[config.mk]
export PLATFORM = sky130hd
export DESIGN_NAME = oled_spi_writer
export DESIGN_NICKNAME = d
export VERILOG_FILES = /design/src/rtl/oled_spi_writer.sv
export SDC_FILE = /design/constraint.sdc
export NUM_CORES = 1
export LEC_CHECK = 0
export CAP_MARGIN = 20
export CORE_UTILIZATION = 35
export DETAILED_ROUTE_END_ITERATION = 8
export HOLD_SLACK_MARGIN = 0.1
export PLACE_DENSITY = 0.53
export RECOVER_POWER = 25
export SETUP_SLACK_MARGIN = 0.15
export SYNTH_ARGS = -nofsm -noshare
export SYNTH_HDL_FRONTEND = slang
export SYNTH_SLANG_ARGS = --single-unit
[constraint.sdc]
create_clock -name clk -period 5.6 [get_ports clk]
set_clock_uncertainty 0.2 [all_clocks]
set_input_delay 1.12 -clock clk [delete_from_list [all_inputs] [get_ports clk]]
set_output_delay 1.12 -clock clk [all_outputs]
set_load 0.05 [all_outputs]
[src/rtl/oled_spi_writer.sv]
// Byte-level SPI transmit stage for an SSD1306-class OLED: a small valid/ready FIFO feeding an
// MSB-first serialiser that keeps chip-select low across back-to-back bytes.
module oled_spi_writer #(
   parameter int unsigned CLK_DIV    = 4,
   parameter int unsigned FIFO_DEPTH = 4,
   parameter int unsigned CS_HOLD    = 2
) (
   input  logic       clk,
   input  logic       rst,
   input  logic       in_valid,
   output logic       in_ready,
   input  logic [7:0] in_byte,
   input  logic       in_dc,
   output logic       busy,
   output logic       oled_csn,
   output logic       oled_dcn,
   output logic       oled_clk,
   output logic       oled_dat
);

   localparam int unsigned DivW  = (CLK_DIV > 1) ? $clog2(CLK_DIV) : 1;
   localparam int unsigned HoldW = (CS_HOLD > 1) ? $clog2(CS_HOLD) : 1;
   localparam int unsigned PtrW  = $clog2(FIFO_DEPTH);
   localparam int unsigned CntW  = $clog2(FIFO_DEPTH + 1);
   localparam logic [DivW-1:0]  DivLast  = DivW'(CLK_DIV - 1);
   localparam logic [HoldW-1:0] HoldLast = HoldW'((CS_HOLD > 0) ? CS_HOLD - 1 : 0);
   localparam logic [CntW-1:0]  CntFull  = CntW'(FIFO_DEPTH);

   typedef enum logic [2:0] {StIdle, StSetup, StLow, StHigh, StHold} state_e;

   state_e            state_q, state_d;
   logic [DivW-1:0]   div_q, div_d;
   logic [HoldW-1:0]  hold_q, hold_d;
   logic [2:0]        bit_q, bit_d;
   logic [7:0]        sr_q, sr_d;
   logic              csn_q, csn_d;
   logic              sclk_q, sclk_d;
   logic              dat_q, dat_d;
   logic              dcn_q, dcn_d;
   logic [PtrW-1:0]   wptr_q, wptr_d;
   logic [PtrW-1:0]   rptr_q, rptr_d;
   logic [CntW-1:0]   count_q, count_d;
   logic [8:0]        mem_q [FIFO_DEPTH];
   logic [8:0]        mem_d [FIFO_DEPTH];
   logic [8:0]        head;
   logic              push;
   logic              pop;

   assign in_ready = !rst && (count_q != CntFull);
   assign push     = in_valid && in_ready;
   assign busy     = !rst && ((count_q != '0) || (state_q != StIdle));
   assign head     = mem_q[rptr_q];

   assign oled_csn = csn_q;
   assign oled_dcn = dcn_q;
   assign oled_clk = sclk_q;
   assign oled_dat = dat_q;

   always_comb begin
      mem_d   = mem_q;
      wptr_d  = wptr_q;
      rptr_d  = rptr_q;
      count_d = count_q;
      if (push) begin
         mem_d[wptr_q] = {in_dc, in_byte};
         wptr_d        = wptr_q + PtrW'(1);
      end
      if (pop) begin
         rptr_d = rptr_q + PtrW'(1);
      end
      if (push && !pop) begin
         count_d = count_q + CntW'(1);
      end else if (!push && pop) begin
         count_d = count_q - CntW'(1);
      end
   end

   always_comb begin
      state_d = state_q;
      div_d   = div_q;
      hold_d  = hold_q;
      bit_d   = bit_q;
      sr_d    = sr_q;
      csn_d   = csn_q;
      sclk_d  = sclk_q;
      dat_d   = dat_q;
      dcn_d   = dcn_q;
      pop     = 1'b0;
      unique case (state_q)
         StIdle: begin
            csn_d  = 1'b1;
            sclk_d = 1'b1;
            if (count_q != '0) begin
               pop     = 1'b1;
               sr_d    = head[7:0];
               dcn_d   = head[8];
               dat_d   = head[7];
               csn_d   = 1'b0;
               div_d   = '0;
               bit_d   = '0;
               state_d = StSetup;
            end
         end
         StSetup: begin
            if (div_q == DivLast) begin
               div_d   = '0;
               sclk_d  = 1'b0;
               state_d = StLow;
            end else begin
               div_d = div_q + DivW'(1);
            end
         end
         StLow: begin
            if (div_q == DivLast) begin
               div_d   = '0;
               sclk_d  = 1'b1;
               state_d = StHigh;
            end else begin
               div_d = div_q + DivW'(1);
            end
         end
         StHigh: begin
            if (div_q == DivLast) begin
               div_d = '0;
               if (bit_q != 3'd7) begin
                  bit_d   = bit_q + 3'd1;
                  sr_d    = {sr_q[6:0], 1'b0};
                  dat_d   = sr_q[6];
                  sclk_d  = 1'b0;
                  state_d = StLow;
               end else if (count_q != '0) begin
                  // Chain straight into the next byte; csn stays low, clk stays high.
                  pop     = 1'b1;
                  sr_d    = head[7:0];
                  dcn_d   = head[8];
                  dat_d   = head[7];
                  bit_d   = '0;
                  state_d = StSetup;
               end else begin
                  hold_d  = '0;
                  state_d = StHold;
               end
            end else begin
               div_d = div_q + DivW'(1);
            end
         end
         StHold: begin
            if (hold_q == HoldLast) begin
               csn_d   = 1'b1;
               state_d = StIdle;
            end else begin
               hold_d = hold_q + HoldW'(1);
            end
         end
         default: state_d = StIdle;
      endcase
   end

   always_ff @(posedge clk) begin
      if (rst) begin
         state_q <= StIdle;
         div_q   <= '0;
         hold_q  <= '0;
         bit_q   <= '0;
         sr_q    <= '0;
         csn_q   <= 1'b1;
         sclk_q  <= 1'b1;
         dat_q   <= 1'b0;
         dcn_q   <= 1'b0;
         wptr_q  <= '0;
         rptr_q  <= '0;
         count_q <= '0;
      end else begin
         state_q <= state_d;
         div_q   <= div_d;
         hold_q  <= hold_d;
         bit_q   <= bit_d;
         sr_q    <= sr_d;
         csn_q   <= csn_d;
         sclk_q  <= sclk_d;
         dat_q   <= dat_d;
         dcn_q   <= dcn_d;
         wptr_q  <= wptr_d;
         rptr_q  <= rptr_d;
         count_q <= count_d;
      end
   end

   // Storage needs no reset: pointers and count define what is valid.
   always_ff @(posedge clk) begin
      mem_q <= mem_d;
   end

endmodule
==> results of run 1 <==
==> sequential cells by signal, indices dropped and copies added (netlist names) <==
signal and flops:
count_q 3, bit_q 3, wptr_q 2, oled_dcn 1, state_q 3, rptr_q 2, hold_q 1, oled_csn 1
sr_q 7, oled_clk 1, div_q 2, mem_q 36, oled_dat 1
==> path summary, 6_finish.rpt <==
| check | end | slack, ns | startpoint |
|---|---|---|---|
| worst max-delay path | busy | 1.59 | rst |
| worst max register to register | count_q[2] | 2.75 | bit_q[0] |
| worst min-delay path | bit_q[2] | 0.28 | bit_q[2] |
| worst min register to register | bit_q[2] | 0.28 | bit_q[2] |
==> cells in the final DEF (no fill, tap or decap), drive strengths merged, types with 3 or more instances in the layout <==
cell type,n
dfxtp,27
mux4,9
dlygate4sd3,7
and2,4
o21ai,6
nand2,7
nand2b,4
o31ai,5
inv,6
ha,8
a21oi,9
clkbuf,10
nor2,28
a211oi,3
clkinvlp,3
or3,3
clkinv,3
o221ai,7
edfxtp,36
clkdlybuf4s50,10
==> metrics by stage <==
step           cells  total power [mW]  area [um^2]  utilization [%]  setup WS [ns]
2_1_floorplan    201             0.978         2700                -           2.13
3_3_place_gp     307              1.05         2890             39.2           1.59
3_5_place_dp     307              1.05         2890             39.2           1.58
4_1_cts          323              1.43         3070             41.7           1.58
5_1_grt          323              1.50         3070             41.7           1.51
6_report         323              1.41         3070             41.7           1.59
==> metal layers <==
metal	up-vias	global-route usage, %
met5	-	0
met4	0	7.79
li1	787	-
met1	730	15.3
met2	19	19.7
met3	8	4.31
==> cells by family (layout without fill, tap and decap cells) <==
kind of cell / count (synthesis) / in the layout
xor+xnor: 4 / 4
fa+ha+maj: 9 / 9
mux: 11 / 11
compound gates: 35 / 35
simple gates: 60 / 60
flops: 63 / 63
buf+inv: 19 / 42
==> power by group <==
part | switching (mW) | internal [mW]
clock | 0.174 | 0.203
sequential | 0.0662 | 0.558
combinational | 0.227 | 0.178
==> cell type report <==
cell class              count  area [um^2]  area share, %
well taps                  99          124           4.03
flip-flops and latches     63         1620           52.7
clock buffers              10          128           4.15
multi-input cells         119          928           30.2
inverters                   7         26.3          0.855
clock inverters             6         61.3           1.99
repair buffers             19          185           6.02
==> worst reg2reg max path, cell delays in order (launching register included) <==
cell	delay (ns)
sky130_fd_sc_hd__dfxtp_1	0.33
sky130_fd_sc_hd__ha_1	0.20
sky130_fd_sc_hd__ha_1	0.22
sky130_fd_sc_hd__nand4_1	0.10
sky130_fd_sc_hd__a211o_1	0.43
sky130_fd_sc_hd__ha_1	0.28
sky130_fd_sc_hd__inv_1	0.06
sky130_fd_sc_hd__fa_1	0.37
sky130_fd_sc_hd__xor2_1	0.16
sky130_fd_sc_hd__or3_1	0.30
sky130_fd_sc_hd__a21oi_1	0.14
==> report_table.html, run 1 <==
<table>
<tr><th>Metric</th><th>Value</th></tr>
<tr><th colspan="2">Yosys</th></tr>
<tr><td>Synthesized area divided by synthesized cell count</td><td>13.4 um^2</td></tr>
<tr><td>Cells after Synth</td><td>201</td></tr>
<tr><td>Combined area of all synthesized cells</td><td>~2700 um^2</td></tr>
<tr><td>Adder-cell share of the synthesized area</td><td>4.45%</td></tr>
<tr><td>Xor/xnor share of the synthesized area</td><td>1.30%</td></tr>
<tr><td>Net Count, Synth</td><td>222</td></tr>
<tr><td>Multiplexer area fraction after synthesis</td><td>under 10%</td></tr>
<tr><td>Top_reg_cell synth</td><td>sky130_fd_sc_hd__edfxtp_1</td></tr>
<tr><td>Post-synthesis register bit count</td><td>63</td></tr>
<tr><td>Proportion of synthesized chip area in sequential cells</td><td>60.1%</td></tr>
<tr><td>Distinct cell type count of the synthesized netlist</td><td>42</td></tr>
<tr><td>Most common cell in the synthesized netlist</td><td>sky130_fd_sc_hd__edfxtp_1</td></tr>
<tr><td>Synthesized-area fraction occupied by ao, oa, aoi and oai cells</td><td>under 10%</td></tr>
<tr><td>Post-synth top area cell</td><td>sky130_fd_sc_hd__edfxtp_1</td></tr>
<tr><td>Most area-consuming cells after synthesis</td><td>sky130_fd_sc_hd__edfxtp_1, sky130_fd_sc_hd__dfxtp_1, sky130_fd_sc_hd__mux4_2</td></tr>
<tr><td>Share of synthesized registers carrying an async set or reset</td><td>0%</td></tr>
<tr><td>Count of flip-flops with a built-in enable after synthesis</td><td>36</td></tr>
<tr><td>Total of warnings raised by yosys</td><td>0</td></tr>
<tr><td>Simple-gate portion of the synthesized area</td><td>11.2%</td></tr>
<tr><td>Fraction of post-synthesis cell area in the top cell type by area</td><td>40.1%</td></tr>
<tr><td>Main combinational cell family by area after synthesis</td><td>simple AND/OR/NAND/NOR gates</td></tr>
<tr><td>List of most frequent post-synthesis cells</td><td>sky130_fd_sc_hd__edfxtp_1, sky130_fd_sc_hd__nor2_1, sky130_fd_sc_hd__dfxtp_1, sky130_fd_sc_hd__a21oi_1, sky130_fd_sc_hd__mux4_2</td></tr>
<tr><th colspan="2">Detailed routing</th></tr>
<tr><td>Topmost layer with routed signal wires</td><td>met4</td></tr>
<tr><td>Number of DRC violations after detailed-routing iteration 0</td><td>45</td></tr>
<tr><td>Number of antenna-violating nets in the routed design</td><td>0</td></tr>
<tr><td>Wire length after detailed routing</td><td>4490 um</td></tr>
<tr><td>Via-to-Cell Ratio</td><td>4.78</td></tr>
<tr><td>Residual DRC</td><td>0</td></tr>
<tr><td>WL per Instance</td><td>between 10 and 15 um</td></tr>
<tr><td>Vias after detailed routing</td><td>1544</td></tr>
<tr><td>TritonRoute pass-1 iters</td><td>4</td></tr>
<tr><td>Met2 layer wire length in the routed design</td><td>2150 um</td></tr>
<tr><td>Post-Route M1 WL</td><td>about 2100 um</td></tr>
<tr><td>Length of routed met3 wiring</td><td>105 um</td></tr>
<tr><th colspan="2">STA</th></tr>
<tr><td>Final hold violation count</td><td>0</td></tr>
<tr><td>Count of final setup violators</td><td>0</td></tr>
<tr><td>Fmax</td><td>0.249 GHz</td></tr>
<tr><td>Period Utilization, post-route</td><td>71.6%</td></tr>
<tr><td>Worst slew pin tran</td><td>roughly 0.64 ns</td></tr>
<tr><td>Setup_tns</td><td>0 ns</td></tr>
<tr><td>Setup repair after global routing missed its margin</td><td>false</td></tr>
<tr><td>Headroom to the max-slew limit</td><td>57.1%</td></tr>
<tr><td>Number of pins with negative max-slew slack in the final report</td><td>0</td></tr>
<tr><td>Min Hold Slack</td><td>0.283 ns</td></tr>
<tr><td>Final worst path period need</td><td>roughly 4 ns</td></tr>
<tr><th colspan="2">Setup path</th></tr>
<tr><td>WP data required</td><td>about 4.3 ns</td></tr>
<tr><td>Worst Setup Path Type</td><td>input pin to output pin</td></tr>
<tr><td>Kind of start point of the critical path</td><td>input pin</td></tr>
<tr><td>CP dominant cell by count</td><td>sky130_fd_sc_hd__clkdlybuf4s50_1</td></tr>
<tr><td>Path depth of the worst reg2reg path</td><td>10</td></tr>
<tr><td>Maximum fanout along the worst path</td><td>20</td></tr>
<tr><td>Buffer and inverter count on the worst path</td><td>3</td></tr>
<tr><td>Slowest CP cell</td><td>sky130_fd_sc_hd__clkdlybuf4s50_1</td></tr>
<tr><td>Sequence of cells on the critical path</td><td>clkdlybuf4s50_1 &gt; buf_4 &gt; nor2_1 &gt; clkdlybuf4s50_1</td></tr>
<tr><td>Gate family responsible for the most delay along the worst path</td><td>buffers and inverters</td></tr>
<tr><td>Critical path data arrival time</td><td>2.69 ns</td></tr>
<tr><td>Endpoint kind of the worst setup timing path</td><td>output pin</td></tr>
<tr><td>Delay of the slowest cell on the worst path</td><td>0.82 ns</td></tr>
<tr><td>Critical Path Stages</td><td>4</td></tr>
<tr><th colspan="2">Global routing</th></tr>
<tr><td>Pin count of the biggest net entering global routing</td><td>21</td></tr>
<tr><td>Vias in the first global route</td><td>between 1500 and 2000</td></tr>
<tr><td>Antenna violations before repair</td><td>0</td></tr>
<tr><td>GRT Resource Usage Total</td><td>12.7%</td></tr>
<tr><td>Remaining global-route overflow</td><td>0</td></tr>
<tr><td>Wire length of the first global-routing pass</td><td>between 7000 and 8000 um</td></tr>
<tr><th colspan="2">Clock tree</th></tr>
<tr><td>Post-CTS setup buffer count</td><td>0</td></tr>
<tr><td>Clock slew at the register clock pins of the worst setup and hold paths</td><td>0.07 ns</td></tr>
<tr><td>CTS sink cnt</td><td>63</td></tr>
<tr><td>Clock tree root buffer cell</td><td>sky130_fd_sc_hd__clkbuf_8</td></tr>
<tr><td>Clock tree from TritonCTS</td><td>built</td></tr>
<tr><td>CTS H-tree depth</td><td>3</td></tr>
<tr><td>Number of gates resized after cts</td><td>0</td></tr>
<tr><td>Clock Latency Late Sink</td><td>approximately 0.34 ns</td></tr>
<tr><td>Hold buffers post-CTS</td><td>0</td></tr>
<tr><td>Longest Clk Path Bufs</td><td>2</td></tr>
<tr><td>Number of CTS-inserted buffers</td><td>9</td></tr>
<tr><th colspan="2">Cells and area</th></tr>
<tr><td>Number of fill cells</td><td>718</td></tr>
<tr><td>Final-stage net count</td><td>240</td></tr>
<tr><td>Ratio of cells with drive above 1 in the final layout</td><td>12.9%</td></tr>
<tr><td>ANT cells</td><td>0</td></tr>
<tr><td>Synth-to-Final Area Change</td><td>14.0%</td></tr>
<tr><th colspan="2">Die</th></tr>
<tr><td>Die Area</td><td>8060 um^2</td></tr>
<tr><td>Starting density of the core</td><td>36.6%</td></tr>
<tr><td>Total core area</td><td>7370 um^2</td></tr>
<tr><td>Core Rows</td><td>31</td></tr>
<tr><td>Die boundary width</td><td>89.8 um</td></tr>
<tr><td>Number of placed I/O pins</td><td>18</td></tr>
<tr><td>Die outline height</td><td>roughly 90 um</td></tr>
<tr><th colspan="2">Job</th></tr>
<tr><td>Max_cap viols</td><td>0</td></tr>
<tr><th colspan="2">Outcome</th></tr>
<tr><td>Result of the run</td><td>finished clean</td></tr>
<tr><th colspan="2">Pwr</th></tr>
<tr><td>Static power due to leakage</td><td>about 1.1 nW</td></tr>
<tr><td>Worst ir drop on vdd</td><td>approximately 0.16 mV</td></tr>
<tr><td>Areal power density over the cells</td><td>457 nW/um^2</td></tr>
<tr><th colspan="2">Placement</th></tr>
<tr><td>HPWL after detailed placement</td><td>2930 um</td></tr>
<tr><td>Number of input and output port buffers inserted</td><td>17</td></tr>
<tr><td>Placer congestion estimate</td><td>0.711</td></tr>
<tr><th colspan="2">Worst hold path</th></tr>
<tr><td>Worst Hold Class</td><td>flop to flop</td></tr>
<tr><td>Cells on Worst Hold Path</td><td>2</td></tr>
</table>
No activity file was read; power rests on OpenSTA's default activity.
==> run 2, diff against run 1 <==
--- a/config.mk
+++ b/config.mk
@@ -9,7 +9,7 @@
 export CORE_UTILIZATION = 35
 export DETAILED_ROUTE_END_ITERATION = 8
 export HOLD_SLACK_MARGIN = 0.1
-export PLACE_DENSITY = 0.53
+export PLACE_DENSITY = 0.55
 export RECOVER_POWER = 25
 export SETUP_SLACK_MARGIN = 0.15
 export SYNTH_ARGS = -nofsm -noshare
==> constraint.sdc (replaced) <==
create_clock -name clk -period 3.58 [get_ports clk]
set_clock_uncertainty 0.2 [all_clocks]
set_input_delay 0.716 -clock clk [delete_from_list [all_inputs] [get_ports clk]]
set_output_delay 0.716 -clock clk [all_outputs]
set_load 0.05 [all_outputs]
==> run 2 against run 1 <==
  * Cell area up 2.9%
  * Global-route usage fell by 0.23 points
  * Clock-buffer cell count down 1
  * Register-to-register slack worse by 2.0 ns
  * Critical path type is now flop to output pin
  * Largest cell class unchanged
==> report_table.html, run 2 (synthesis gave the netlist of run 1 again) <==
<table>
<tr><th>Metric</th><th>Value</th></tr>
<tr><th colspan="2">Cells and area</th></tr>
<tr><td>Register with the most flip-flops</td><td>mem_q</td></tr>
<tr><td>Final-stage net count</td><td>~240</td></tr>
<tr><td>ANT cells</td><td>0</td></tr>
<tr><td>Synth-to-Final Area Change</td><td>17.3%</td></tr>
<tr><td>Commonest non-fill, non-tap cell in the layout</td><td>sky130_fd_sc_hd__edfxtp_1</td></tr>
<tr><td>Final instance area</td><td>approximately 3200 um^2</td></tr>
<tr><td>Ratio of cells with drive above 1 in the final layout</td><td>15.5%</td></tr>
<tr><td>Utilization of the core after routing</td><td>42.9%</td></tr>
<tr><td>Number of flip-flops in the largest register</td><td>36</td></tr>
<tr><td>Leading registers by flop count</td><td>mem_q x36, sr_q x7</td></tr>
<tr><td>Most frequent cells in the layout</td><td>sky130_fd_sc_hd__edfxtp_1, sky130_fd_sc_hd__nor2_1, sky130_fd_sc_hd__dfxtp_1</td></tr>
<tr><th colspan="2">STA</th></tr>
<tr><td>Fmax</td><td>roughly 0.34 GHz</td></tr>
<tr><td>Count of final setup violators</td><td>0</td></tr>
<tr><td>Setup_tns</td><td>0 ns</td></tr>
<tr><td>Setup repair after global routing missed its margin</td><td>false</td></tr>
<tr><td>Worst slew pin tran</td><td>roughly 0.66 ns</td></tr>
<tr><td>Final worst path period need</td><td>approximately 2.9 ns</td></tr>
<tr><td>Period Utilization, post-route</td><td>81.8%</td></tr>
<tr><td>Worst setup margin</td><td>0.651 ns</td></tr>
<tr><td>Final hold violation count</td><td>0</td></tr>
<tr><td>Number of pins with negative max-slew slack in the final report</td><td>0</td></tr>
<tr><td>Headroom to the max-slew limit</td><td>55.7%</td></tr>
<tr><th colspan="2">Setup path</th></tr>
<tr><td>Reg-to-reg slack, setup</td><td>0.72 ns</td></tr>
<tr><td>Endpoint kind of the worst setup timing path</td><td>output pin</td></tr>
<tr><td>Maximum fanout along the worst path</td><td>7</td></tr>
<tr><td>Critical path data arrival time</td><td>2.01 ns</td></tr>
<tr><td>Worst Setup Path Type</td><td>flop to output pin</td></tr>
<tr><td>Kind of start point of the critical path</td><td>flop</td></tr>
<tr><td>WP data required</td><td>2.66 ns</td></tr>
<tr><td>Path depth of the worst reg2reg path</td><td>10</td></tr>
<tr><th colspan="2">Global routing</th></tr>
<tr><td>Vias in the first global route</td><td>~1600</td></tr>
<tr><td>Pin count of the biggest net entering global routing</td><td>20</td></tr>
<tr><td>Remaining global-route overflow</td><td>0</td></tr>
<tr><td>GRT Resource Usage Total</td><td>roughly 12%</td></tr>
<tr><td>Antenna violations before repair</td><td>0</td></tr>
<tr><td>Wire length of the first global-routing pass</td><td>about 7700 um</td></tr>
<tr><th colspan="2">Placement</th></tr>
<tr><td>Placement Setup Slack</td><td>between 0.5 and 0.6 ns</td></tr>
<tr><td>Cell area after placement</td><td>2920 um^2</td></tr>
<tr><td>Number of input and output port buffers inserted</td><td>17</td></tr>
<tr><td>HPWL after detailed placement</td><td>2950 um</td></tr>
<tr><td>Placer congestion estimate</td><td>0.706</td></tr>
<tr><th colspan="2">Die</th></tr>
<tr><td>Die outline height</td><td>89.8 um</td></tr>
<tr><td>Die Area</td><td>8060 um^2</td></tr>
<tr><td>Starting density of the core</td><td>between 30% and 40%</td></tr>
<tr><td>Total core area</td><td>7370 um^2</td></tr>
<tr><td>Core Rows</td><td>31</td></tr>
<tr><td>Die boundary width</td><td>89.8 um</td></tr>
<tr><td>Number of placed I/O pins</td><td>18</td></tr>
<tr><th colspan="2">Pwr</th></tr>
<tr><td>Comb power frac</td><td>27.5%</td></tr>
<tr><td>Static power due to leakage</td><td>1.11 nW</td></tr>
<tr><td>Share of power burned in registers</td><td>40.9%</td></tr>
<tr><td>Sw Pwr</td><td>0.757 mW</td></tr>
<tr><td>Areal power density over the cells</td><td>755 nW/um^2</td></tr>
<tr><td>Design internal power</td><td>1.63 mW</td></tr>
<tr><td>Switching portion of total power</td><td>31.7%</td></tr>
<tr><td>Worst ir drop on vdd</td><td>0.330 mV</td></tr>
<tr><td>Part of the power in the clock network</td><td>a little under a third</td></tr>
<tr><th colspan="2">Detailed routing</th></tr>
<tr><td>Number of antenna-violating nets in the routed design</td><td>0</td></tr>
<tr><td>Residual DRC</td><td>0</td></tr>
<tr><td>TritonRoute pass-1 iters</td><td>4</td></tr>
<tr><td>Wire length after detailed routing</td><td>4540 um</td></tr>
<tr><td>Via-to-Cell Ratio</td><td>4.98</td></tr>
<tr><td>Number of DRC violations after detailed-routing iteration 0</td><td>36</td></tr>
<tr><td>Vias after detailed routing</td><td>1617</td></tr>
<tr><td>WL per Instance</td><td>between 10 and 15 um</td></tr>
<tr><th colspan="2">Clock tree</th></tr>
<tr><td>CTS H-tree depth</td><td>3</td></tr>
<tr><td>Number of CTS-inserted buffers</td><td>9</td></tr>
<tr><td>Clock tree from TritonCTS</td><td>built</td></tr>
<tr><td>Clock tree root buffer cell</td><td>sky130_fd_sc_hd__clkbuf_8</td></tr>
<tr><td>Number of gates resized after cts</td><td>0</td></tr>
<tr><td>Hold buffers post-CTS</td><td>0</td></tr>
<tr><td>Clock Latency Late Sink</td><td>0.34 ns</td></tr>
<tr><td>Post-CTS setup buffer count</td><td>0</td></tr>
<tr><td>CTS sink cnt</td><td>63</td></tr>
<tr><td>Longest Clk Path Bufs</td><td>2</td></tr>
<tr><td>Clock slew at the register clock pins of the worst setup and hold paths</td><td>approximately 0.07 ns</td></tr>
<tr><th colspan="2">Outcome</th></tr>
<tr><td>Result of the run</td><td>finished clean</td></tr>
<tr><th colspan="2">Worst hold path</th></tr>
<tr><td>Cells on Worst Hold Path</td><td>1</td></tr>
<tr><td>Worst Hold Class</td><td>flop to flop</td></tr>
<tr><th colspan="2">Job</th></tr>
<tr><td>Max_cap viols</td><td>0</td></tr>
</table>
[run 2: power groups by stage]
| stage | registers (mW) | logic (mW) | clock network (mW) |
|---|---|---|---|
| finish | 0.978 | 0.657 | 0.754 |
| global route | 0.997 | 0.730 | 0.801 |
| CTS | 0.982 | 0.667 | 0.778 |
| detailed placement | 0.998 | 0.664 | 0 |
| global placement | 0.996 | 0.662 | 0 |
| floorplan | 0.999 | 0.531 | 0 |
[run 2: final timing paths]
check | from | end
max | count_q[2] | busy
min | bit_q[0] | bit_q[0]
max reg2reg | bit_q[0] | count_q[2]
min reg2reg | bit_q[0] | bit_q[0]
[run 2: worst max-delay path, cell delays in order, from the launching register on]
cell,delay [ns]
sky130_fd_sc_hd__dfxtp_1,0.37
sky130_fd_sc_hd__or3_1,0.44
sky130_fd_sc_hd__nor3_1,0.50
sky130_fd_sc_hd__nor2_1,0.17
sky130_fd_sc_hd__buf_12,0.19
[run 2: metal layers]
metal	share of wire, %	vias up	track usage (%)
met2	49	20	20.4
met4	1.4	0	5.74
met1	46	801	15.1
met3	2.8	6	3.81
met5	0	-	0
li1	-	790	-
[run 2: layout make-up]
cell class	count	area (um^2)
sequential	63	1620
fill	723	4210
inverter	7	26.3
timing repair buffer	21	220
tap	99	124
clock buffer	9	124
clock inverter	7	120
multi-input combinational	119	928
[run 2: metrics by stage]
step,instances,power [mW],hold WS [ns]
2_1_floorplan,201,1.53,0.242
6_report,325,2.39,0.274
4_1_cts,325,2.43,0.277
5_1_grt,325,2.53,0.295
3_5_place_dp,309,1.66,0.265
3_3_place_gp,309,1.66,0.261
==> run 3, diff against run 2 <==
==> constraint.sdc (replaced) <==
create_clock -name clk -period 2.6 [get_ports clk]
set_clock_uncertainty 0.2 [all_clocks]
set_input_delay 0.52 -clock clk [delete_from_list [all_inputs] [get_ports clk]]
set_output_delay 0.52 -clock clk [all_outputs]
set_load 0.05 [all_outputs]
==> run 3 against run 2 <==
  * Cell area rose by 2.8%
  * Die area unchanged
  * Worst hold slack better by 0.0023 ns
  * Via count decreased by 1.1%
  * First-iteration DRC count grew 89%
  * Wire length rose by 0.44%
  * Non-clock buffer count increased by 11
  * Global-route usage up 0.30 points
  * Critical path type is now flop to flop
==> report_table.html, run 3 (synthesis gave the netlist of run 1 again) <==
<table>
<tr><th>Metric</th><th>Value</th></tr>
<tr><th colspan="2">Die</th></tr>
<tr><td>Die boundary width</td><td>89.8 um</td></tr>
<tr><td>Starting density of the core</td><td>36.6%</td></tr>
<tr><td>Total core area</td><td>7370 um^2</td></tr>
<tr><td>Core Rows</td><td>31</td></tr>
<tr><td>Die Area</td><td>8060 um^2</td></tr>
<tr><td>Number of placed I/O pins</td><td>18</td></tr>
<tr><td>Die outline height</td><td>89.8 um</td></tr>
<tr><th colspan="2">Cells and area</th></tr>
<tr><td>Number of fill cells</td><td>693</td></tr>
<tr><td>Final instance area</td><td>3250 um^2</td></tr>
<tr><td>Commonest non-fill, non-tap cell in the layout</td><td>sky130_fd_sc_hd__edfxtp_1</td></tr>
<tr><td>Leading registers by flop count</td><td>mem_q x36, sr_q x7</td></tr>
<tr><td>Register with the most flip-flops</td><td>mem_q</td></tr>
<tr><td>ANT cells</td><td>0</td></tr>
<tr><td>Finished Layout Cells</td><td>roughly 340</td></tr>
<tr><td>Final-stage net count</td><td>approximately 250</td></tr>
<tr><td>Number of flip-flops in the largest register</td><td>36</td></tr>
<tr><td>Most frequent cells in the layout</td><td>sky130_fd_sc_hd__edfxtp_1, sky130_fd_sc_hd__nor2_1, sky130_fd_sc_hd__dfxtp_1, sky130_fd_sc_hd__buf_4</td></tr>
<tr><td>Ratio of cells with drive above 1 in the final layout</td><td>a little over a fifth</td></tr>
<tr><td>Synth-to-Final Area Change</td><td>20.6%</td></tr>
<tr><th colspan="2">Setup path</th></tr>
<tr><td>Delay of the slowest cell on the worst path</td><td>0.36 ns</td></tr>
<tr><td>Maximum fanout along the worst path</td><td>5</td></tr>
<tr><td>Endpoint kind of the worst setup timing path</td><td>flop</td></tr>
<tr><td>Critical path data arrival time</td><td>2.51 ns</td></tr>
<tr><td>Gate family responsible for the most delay along the worst path</td><td>adder cells</td></tr>
<tr><td>WP data required</td><td>2.68 ns</td></tr>
<tr><td>Critical Path Stages</td><td>10</td></tr>
<tr><td>Worst Setup Path Type</td><td>flop to flop</td></tr>
<tr><td>Slowest CP cell</td><td>sky130_fd_sc_hd__fa_1</td></tr>
<tr><td>Sequence of cells on the critical path</td><td>ha_1 &gt; ha_2 &gt; nand4_1 &gt; a211o_1 &gt; ha_4 &gt; inv_1 &gt; fa_1 &gt; xor2_1 &gt; or3_1 &gt; a21oi_2</td></tr>
<tr><td>Path depth of the worst reg2reg path</td><td>10</td></tr>
<tr><td>Buffer and inverter count on the worst path</td><td>1</td></tr>
<tr><td>Kind of start point of the critical path</td><td>flop</td></tr>
<tr><th colspan="2">Global routing</th></tr>
<tr><td>Vias in the first global route</td><td>roughly 1600</td></tr>
<tr><td>GRT Resource Usage Total</td><td>12.8%</td></tr>
<tr><td>Antenna violations before repair</td><td>0</td></tr>
<tr><td>Pin count of the biggest net entering global routing</td><td>20</td></tr>
<tr><td>Wire length of the first global-routing pass</td><td>slightly below 8000 um</td></tr>
<tr><td>Remaining global-route overflow</td><td>0</td></tr>
<tr><th colspan="2">Clock tree</th></tr>
<tr><td>Clock slew at the register clock pins of the worst setup and hold paths</td><td>roughly 0.070 ns</td></tr>
<tr><td>Longest Clk Path Bufs</td><td>2</td></tr>
<tr><td>Clock tree from TritonCTS</td><td>built</td></tr>
<tr><td>CTS H-tree depth</td><td>3</td></tr>
<tr><td>CTS sink cnt</td><td>63</td></tr>
<tr><td>Clock tree root buffer cell</td><td>sky130_fd_sc_hd__clkbuf_8</td></tr>
<tr><td>Clock Latency Late Sink</td><td>0.34 ns</td></tr>
<tr><td>Post-CTS setup buffer count</td><td>0</td></tr>
<tr><td>Number of CTS-inserted buffers</td><td>9</td></tr>
<tr><th colspan="2">STA</th></tr>
<tr><td>Final worst path period need</td><td>2.43 ns</td></tr>
<tr><td>Min Hold Slack</td><td>0.276 ns</td></tr>
<tr><td>Worst setup margin</td><td>approximately 0.17 ns</td></tr>
<tr><td>Number of pins with negative max-slew slack in the final report</td><td>0</td></tr>
<tr><td>Count of final setup violators</td><td>0</td></tr>
<tr><td>Setup repair after global routing missed its margin</td><td>true</td></tr>
<tr><td>Worst slew pin tran</td><td>0.538 ns</td></tr>
<tr><td>Period Utilization, post-route</td><td>93.4%</td></tr>
<tr><td>Final hold violation count</td><td>0</td></tr>
<tr><td>Headroom to the max-slew limit</td><td>a little under two thirds</td></tr>
<tr><td>Fmax</td><td>just over 0.4 GHz</td></tr>
<tr><th colspan="2">Pwr</th></tr>
<tr><td>Worst ir drop on vdd</td><td>about 0.43 mV</td></tr>
<tr><td>Total power consumption of the routed design</td><td>about 3.3 mW</td></tr>
<tr><td>Areal power density over the cells</td><td>1020 nW/um^2</td></tr>
<tr><td>Static power due to leakage</td><td>around 1.2 nW</td></tr>
<tr><th colspan="2">Detailed routing</th></tr>
<tr><td>Vias after detailed routing</td><td>1600</td></tr>
<tr><td>TritonRoute pass-1 iters</td><td>4</td></tr>
<tr><td>WL per Instance</td><td>13.6 um</td></tr>
<tr><td>Number of antenna-violating nets in the routed design</td><td>0</td></tr>
<tr><td>Via-to-Cell Ratio</td><td>4.76</td></tr>
<tr><td>Number of DRC violations after detailed-routing iteration 0</td><td>68</td></tr>
<tr><td>Residual DRC</td><td>0</td></tr>
<tr><td>Wire length after detailed routing</td><td>4560 um</td></tr>
<tr><th colspan="2">Placement</th></tr>
<tr><td>Placer congestion estimate</td><td>0.743</td></tr>
<tr><td>Placed cell count</td><td>320</td></tr>
<tr><td>Placement Setup Slack</td><td>-0.140 ns</td></tr>
<tr><td>Number of input and output port buffers inserted</td><td>17</td></tr>
<tr><td>Cell area after placement</td><td>approximately 3000 um^2</td></tr>
<tr><td>HPWL after detailed placement</td><td>3020 um</td></tr>
<tr><th colspan="2">Worst hold path</th></tr>
<tr><td>Cells on Worst Hold Path</td><td>2</td></tr>
<tr><td>Worst Hold Class</td><td>flop to flop</td></tr>
<tr><th colspan="2">Job</th></tr>
<tr><td>Max_cap viols</td><td>0</td></tr>
<tr><th colspan="2">Outcome</th></tr>
<tr><td>Result of the run</td><td>finished clean</td></tr>
</table>
## run 3: cell types whose count changed in the layout (fill, tap and decap cells not counted), sizes merged
cell    delta
bufinv     -1
clkinv     -1
buf       +11
inv        +2
## run 3: worst min-delay path, stage by stage (launching register included)
cell and delay [ns]:
sky130_fd_sc_hd__dfxtp_1 0.31, sky130_fd_sc_hd__nand2b_1 0.06, sky130_fd_sc_hd__a21oi_1 0.06
## run 3: metal layers
layer	track usage (%)	vias to the layer above	wire length [um]
met4	6.15	0	60
met2	19.9	22	2270
met1	15.9	759	2070
li1	-	815	-
met3	4.40	4	163
met5	0	-	0
## run 3: final cells by class
type,count,area (um^2),share of cell area (%)
Clock inverter,7,103,3.15
Tap cell,99,124,3.81
Sequential cell,63,1620,49.8
Timing Repair Buffer,32,303,9.31
Clock buffer,9,124,3.81
Inverter,7,26.3,0.808
Multi-Input combinational cell,119,952,29.3
## run 3: what timing repair did
item | in CTS | in global routing
hold endpoints to repair | 0 | 0
endpoints found under the setup margin | 0 | 2
hold buffers | 0 | 0
gates resized for setup | 0 | 2
## run 3: final timing paths
kind	start	endpoint	slack (ns)
worst min register to register	sr_q[0]	sr_q[0]	0.28
worst max-delay path	bit_q[0]	count_q[2]	0.17
worst min-delay path	sr_q[0]	sr_q[0]	0.28
worst max register to register	bit_q[0]	count_q[2]	0.17
## run 3: per-stage QoR
step / setup TNS (ns) / utilization (%)
after floorplan: 0 / -
after detailed placement: -0.140 / 41.0
final: 0 / 44.1
after global placement: -0.101 / 41.0
after CTS: 0 / 44.0
after global routing: 0 / 44.1
## run 3: report_power, final
group,leakage (nW),total (mW),internal [mW],switching [mW]
registers,0.548,1.29,1.20,0.0940
clock network,0.111,0.956,0.551,0.405
logic,0.498,1.07,0.495,0.580
